## src/rtl/load_window_k.sv

```systemverilog
// KxK activation window loader: reads a runtime-sized byte window from two BRAM read ports
// (even rows on port 0, odd rows on port 1), with an optional shift-left/new-column mode.
module load_window_k #(
  parameter int DATA_WIDTH    = 8,
  parameter int KMAX          = 5,
  parameter int BRAM_ADDR_BIT = 32,
  parameter int BRAM_WIDTH    = 32,
  parameter int RD_LAT        = 1
) (
  input  logic                               clk,
  input  logic                               rst,
  input  logic                               start,
  input  logic                               shift,
  input  logic [2:0]                         ksize,
  input  logic [BRAM_ADDR_BIT-1:0]           base_addr,
  input  logic [15:0]                        row_pitch,
  output logic [KMAX*KMAX*DATA_WIDTH-1:0]    window,
  output logic                               done,
  output logic                               busy,
  output logic                               err,
  output logic                               BRAM_clk,
  output logic                               BRAM_en,
  output logic                               BRAM_rst,
  output logic [BRAM_WIDTH-1:0]              BRAM_din,
  output logic [BRAM_WIDTH/8-1:0]            BRAM_wen,
  output logic [BRAM_ADDR_BIT-1:0]           BRAM_0_addr,
  output logic [BRAM_ADDR_BIT-1:0]           BRAM_1_addr,
  input  logic [BRAM_WIDTH-1:0]              BRAM_0_dout,
  input  logic [BRAM_WIDTH-1:0]              BRAM_1_dout
);

  localparam int LANES = BRAM_WIDTH / 8;
  localparam int LW    = (LANES > 1) ? $clog2(LANES) : 1;
  localparam int IW    = $clog2(KMAX + 1);
  localparam int NE    = KMAX * KMAX;
  localparam int NW    = $clog2(NE);

  localparam logic [1:0] StIdle  = 2'd0;
  localparam logic [1:0] StIssue = 2'd1;
  localparam logic [1:0] StDrain = 2'd2;
  localparam logic [1:0] StDone  = 2'd3;

  typedef struct packed {
    logic          v;
    logic [IW-1:0] row;
    logic [IW-1:0] col;
    logic [LW-1:0] lane;
  } tag_t;

  typedef struct packed {
    logic first;
    tag_t p0;
    tag_t p1;
  } stage_t;

  logic [1:0]               state_q;
  logic [IW-1:0]            k_q, col_q, pair_q;
  logic                     shift_q, err_q;
  logic [BRAM_ADDR_BIT-1:0] row_base_q, pitch_q;
  logic [1:0]               drain_q;
  stage_t                   pipe_q [RD_LAT];
  logic [DATA_WIDTH-1:0]    win_q  [NE];
  logic [DATA_WIDTH-1:0]    win_d  [NE];

  logic [IW-1:0]            last_k, col_start, row0, row1;
  logic [IW:0]              npairs;
  logic                     issuing, last_pair, p1_valid, bad_k;
  logic [BRAM_ADDR_BIT-1:0] addr0, addr1;
  stage_t                   tag_in, cap;

  function automatic logic [DATA_WIDTH-1:0] pick(input logic [BRAM_WIDTH-1:0] d,
                                                 input logic [LW-1:0] lane);
    logic [BRAM_WIDTH-1:0] s;
    s = d >> {lane, 3'b000};
    return s[DATA_WIDTH-1:0];
  endfunction

  function automatic logic [NW-1:0] idx(input logic [IW-1:0] r, input logic [IW-1:0] c);
    return NW'(int'(r) * KMAX + int'(c));
  endfunction

  always_comb begin
    last_k    = k_q - 1'b1;
    col_start = shift_q ? last_k : '0;
    npairs    = ({1'b0, k_q} + 1'b1) >> 1;
    last_pair = ({1'b0, pair_q} == npairs - 1'b1);
    row0      = IW'({pair_q, 1'b0});
    row1      = row0 + 1'b1;
    p1_valid  = row1 < k_q;
    issuing   = (state_q == StIssue);
    addr0     = row_base_q + BRAM_ADDR_BIT'(col_q);
    addr1     = row_base_q + pitch_q + BRAM_ADDR_BIT'(col_q);
    bad_k     = (ksize == 3'd0) || (int'(ksize) > KMAX);
    tag_in    = '{first: issuing && (pair_q == '0) && (col_q == col_start),
                  p0: '{v: issuing, row: row0, col: col_q, lane: addr0[LW-1:0]},
                  p1: '{v: issuing && p1_valid, row: row1, col: col_q, lane: addr1[LW-1:0]}};
    cap       = pipe_q[RD_LAT-1];
  end

  // Shift/clear happens on the first capture edge so the window holds until data returns.
  always_comb begin
    win_d = win_q;
    if (cap.first) begin
      if (shift_q) begin
        for (int r = 0; r < KMAX; r++) begin
          for (int c = 0; c < KMAX - 1; c++) begin
            if (r < int'(k_q) && c + 1 < int'(k_q)) win_d[r*KMAX+c] = win_q[r*KMAX+c+1];
          end
        end
      end else begin
        for (int r = 0; r < KMAX; r++) begin
          for (int c = 0; c < KMAX; c++) begin
            if (r >= int'(k_q) || c >= int'(k_q)) win_d[r*KMAX+c] = '0;
          end
        end
      end
    end
    if (cap.p0.v) win_d[idx(cap.p0.row, cap.p0.col)] = pick(BRAM_0_dout, cap.p0.lane);
    if (cap.p1.v) win_d[idx(cap.p1.row, cap.p1.col)] = pick(BRAM_1_dout, cap.p1.lane);
  end

  always_ff @(posedge clk) begin
    if (rst) begin
      state_q    <= StIdle;
      k_q        <= '0;
      col_q      <= '0;
      pair_q     <= '0;
      shift_q    <= 1'b0;
      err_q      <= 1'b0;
      row_base_q <= '0;
      pitch_q    <= '0;
      drain_q    <= '0;
      pipe_q     <= '{default: '0};
      win_q      <= '{default: '0};
    end else begin
      err_q <= 1'b0;
      pipe_q[0] <= tag_in;
      for (int i = 1; i < RD_LAT; i++) pipe_q[i] <= pipe_q[i-1];
      win_q <= win_d;
      case (state_q)
        StIdle: begin
          if (start) begin
            if (bad_k) begin
              err_q <= 1'b1;
            end else begin
              k_q        <= IW'(ksize);
              shift_q    <= shift;
              pitch_q    <= BRAM_ADDR_BIT'(row_pitch);
              row_base_q <= base_addr;
              col_q      <= shift ? IW'(ksize) - 1'b1 : '0;
              pair_q     <= '0;
              state_q    <= StIssue;
            end
          end
        end
        StIssue: begin
          if (col_q == last_k) begin
            col_q      <= col_start;
            pair_q     <= pair_q + 1'b1;
            row_base_q <= row_base_q + (pitch_q << 1);
            if (last_pair) begin
              drain_q <= '0;
              state_q <= StDrain;
            end
          end else begin
            col_q <= col_q + 1'b1;
          end
        end
        StDrain: begin
          if (drain_q == 2'(RD_LAT - 1)) state_q <= StDone;
          else drain_q <= drain_q + 1'b1;
        end
        default: state_q <= StIdle;
      endcase
    end
  end

  always_comb begin
    window = '0;
    for (int i = 0; i < NE; i++) window[i*DATA_WIDTH +: DATA_WIDTH] = win_q[i];
  end

  assign done        = (state_q == StDone);
  assign busy        = (state_q != StIdle);
  assign err         = err_q;
  assign BRAM_0_addr = issuing ? addr0 : '0;
  assign BRAM_1_addr = (issuing && p1_valid) ? addr1 : '0;
  assign BRAM_clk    = clk;
  assign BRAM_en     = 1'b1;
  assign BRAM_rst    = 1'b0;
  assign BRAM_din    = '0;
  assign BRAM_wen    = '0;

endmodule

```

## config.mk

```make
export PLATFORM = sky130hd
export DESIGN_NAME = load_window_k
export DESIGN_NICKNAME = d
export VERILOG_FILES = /design/src/rtl/load_window_k.sv
export SDC_FILE = /design/constraint.sdc
export NUM_CORES = 1
export LEC_CHECK = 0
export ABC_CLOCK_PERIOD_IN_PS = 4600
export CORE_ASPECT_RATIO = 1.2
export CORE_MARGIN = 1.5
export CORE_UTILIZATION = 40
export CTS_CLUSTER_DIAMETER = 100
export DETAILED_ROUTE_END_ITERATION = 8
export GPL_TIMING_DRIVEN = 0
export HOLD_SLACK_MARGIN = 0.06
export PLACE_DENSITY = 0.62
export SLEW_MARGIN = 0
export SYNTH_ARGS = -nofsm -noshare
export SYNTH_HDL_FRONTEND = slang
export SYNTH_SLANG_ARGS = --single-unit
export TNS_END_PERCENT = 20
```

## constraint.sdc

```tcl
create_clock -name clk -period 4.6 [get_ports clk]
set_input_delay 0.92 -clock clk [delete_from_list [all_inputs] [get_ports clk]]
set_output_delay 0.92 -clock clk [all_outputs]
set_load 0.005 [all_outputs]
```

==> results.py <==
metrics = {
    "outcome": {
        "outcome": "complete, but fails checks",
        "violations": "setup timing",
    },
    "floorplan": {
        "die_w_um": 198,
        "initial_core_util_pct": 40.6,
        "dieHeight_um": 237,
        "ios": 425,
        "rows": 85,
        "die-area_um2": 46900,
        "core_um2": 44900,
    },
    "timing": {
        "min_period_ns": 4.85,
        "finalHoldViolations": 0,
        "whs_ns": 0.466,
        "fin_crit_sh_pct": 105,
        "rsz0062_at_grt": "yes",
        "fin_worst_skew_ns": 0.0193,
        "worst_pin_slew_ns": 1.22,
        "drv_slew": 0,
        "fmax_mhz": 206,
        "setup_violations": 18,
        "relSlewSlack_pct": 18.8,
        "setup_slack_ns": -0.251,
    },
    "routing": {
        "wl_per_cell_um": 26.0,
        "first_pass_iters": 6,
        "drc": 0,
        "drt-initial-drc-count": 1709,
        "detail_route.vias_per_cell": 6.08,
        "routed_wl_um": 89700,
        "num_vias": 20900,
        "ant_nets": 0,
    },
    "clock_tree": {
        "clock_latency_ns": 0.69,
        "clk_pin_slew_ns": 0.06,
        "cts_tree": "built",
        "cts_hold_buf": 0,
    },
    "place": {
        "place_hpwl_um": 68800,
        "gp_congestion": 0.960,
        "place_inst": 3367,
        "port-buffer-count": 385,
    },
    "final_layout": {
        "final_cells": 3446,
        "utilization_pct": 54.4,
        "area_growth_pct": 34.0,
        "drive_gt1_share_pct": 8.22,
        "nets": 3018,
    },
    "synth": {
        "netlist_instances": 2336,
        "synth_fa_ha_area_share_pct": 6.23,
        "async_flop_share_pct": 0,
        "synthFlopType": "dfxtp_1",
        "synth_top_family_by_area": "compound AO/OA/AOI/OAI gates",
        "synth.area.top_cells": "dfxtp_1 (30%), a211oi_1 (5.9%), nand2_1 (5.8%)",
        "yosysWarnings": 0,
        "synthMuxAreaShare_pct": 6.17,
        "yosys.area.top_type_share_pct": 30.3,
        "ys_seq_area_share_pct": 30.3,
        "ys_top_cells_by_count": "nand2_1 (283), dfxtp_1 (276), nor2_1 (260)",
        "synth_xor_area_share_pct": 3.54,
        "synth_edf_count": 0,
        "synth_area_um2": 18200,
        "yosysUniqueCellTypes": 77,
        "synth_compound_gate_area_share_pct": 29.7,
        "yosys.area.top_type": "dfxtp_1",
        "synth_simple_gate_area_share_pct": 17.7,
        "postSynthAreaPerCell_um2": 7.80,
        "ys_ff_latch": 276,
        "synth_most_common_cell": "nand2_1",
    },
    "global_route": {
        "grt_usage_pct": 36.8,
        "grt_pass1_vias": 20000,
        "grt-ovfl-total": 0,
        "antenna_found_initial": 3,
        "grt_max_degree": 20,
        "grt_pass1_wl_um": 129000,
    },
    "power": {
        "p_per_area_nw_per_um2": 401,
        "peakVddDrop_mv": 0.281,
        "p_leak_nw": 8.78,
        "p_total_mw": 9.78,
    },
    "critical_path": {
        "regToRegSetupSlack_ns": 0.58,
        "end_kind": "primary output",
        "critPathRequiredTime_ns": 3.68,
        "path_class": "reg -> out",
        "path_max_fanout": 4,
        "arrival_ns": 3.93,
        "worst_setup_path_start_kind": "register",
    },
    "flow_run": {
        "drv_cap": 0,
    },
    "worst_hold_path": {
        "hp-class": "reg -> reg",
    },
}
[final timing paths]
kind	from	endpoint	cells past startpoint
setup / recovery	row_base_q[1]	BRAM_1_addr[25]	14
hold / removal	drain_q[0]	drain_q[0]	2
setup reg to reg	cap[16]	window[47]	10
hold reg to reg	drain_q[0]	drain_q[0]	2
[stage by stage]
step | instance area, um2 | TNS [ns] | setup WS, ns
after floorplan | 18400 | 0 | 0.602
after global placement | 23000 | -6.53 | -0.721
after detailed placement | 23000 | -7.40 | -0.828
after CTS | 24300 | -1.93 | -0.217
after global routing | 24400 | -4.64 | -0.346
final | 24400 | -2.25 | -0.251
[kinds of logic after synthesis]
| logic type | count (synthesis) |
|---|---|
| other | 2 |
| xor gates and xnor gates | 72 |
| AOI/OAI and AO/OA | 801 |
| DFF | 276 |
| buffers and inverters | 259 |
| adders and majority gates | 86 |
| muxes | 110 |
| and+or+nand+nor | 730 |
[placed cells by master (no fill, tap or decap), drive strengths merged, types with 8 or more instances in the layout]
master / count
buf: 103
conb: 38
dfxtp: 276
o22ai: 63
nor4: 8
o31ai: 12
a211o: 24
mux2i: 92
nand3: 29
nor2b: 14
a221oi: 27
xnor2: 34
nand2: 283
a22oi: 99
o21a: 29
nand4: 11
o21ai: 94
nor3: 37
a21o: 23
fa: 8
ha: 78
and3: 19
or3: 22
nor2: 263
o211ai: 60
o21bai: 10
clkdlybuf4s50: 362
a211oi: 145
a31oi: 15
xor2: 37
clkbuf: 197
a21oi: 166
mux2: 18
inv: 42
[cell type report]
type	count	area, um2
inverter	43	161
tap	609	762
timing repair buffer	406	3970
multi-input combinational	1837	11900
sequential	276	5540
clock inverter	7	62.6
fill	4355	20500
clock buffer	51	1000
buffer	215	1010
antenna	2	5.00
[power by group]
| part | internal [mW] | leakage (nW) | switching [mW] |
|---|---|---|---|
| combinational | 1.26 | 6.01 | 3.07 |
| sequential | 2.58 | 2.24 | 0.249 |
| clock | 1.55 | 0.529 | 1.08 |
| total | 5.39 | 8.78 | 4.39 |
[state kept, by name, summed over array words and instances (netlist names)]
signal and flops:
window 200, row_base_q 32, pitch_q 16, cap 13
col_q 3, k_q 3, pair_q 3, drain_q 2
state_q 2, err 1, shift_q 1
[critical path, cell delays in order, from the launching register on]
cell and delay [ns]:
dfxtp_4 0.35, fa_1 0.53, ha_4 0.19, fa_2 0.39
a211oi_2 0.22, nor2_2 0.09, o32a_1 0.37, a211oi_4 0.28
buf_6 0.16, buf_8 0.12, buf_6 0.10, nor3_2 0.04
xnor2_1 0.14, nor2_1 0.11, buf_2 0.16
[layer usage]
metal,GRT usage [%],share of wire [%],vias to the layer above
li1,-,-,9478
met1,41.7,36,9894
met2,64.2,49,1247
met3,6.21,8.1,315
met4,22.7,7.1,2
met5,0,0.016,-
[timing repair]
action	4_1_cts	5_1_grt
setup endpoints to repair	64	38
pin swaps	19	9
cloned	1	0
resized for setup	110	29
setup buffers	16	3
Note: power is estimated with default switching activity, not from simulation.
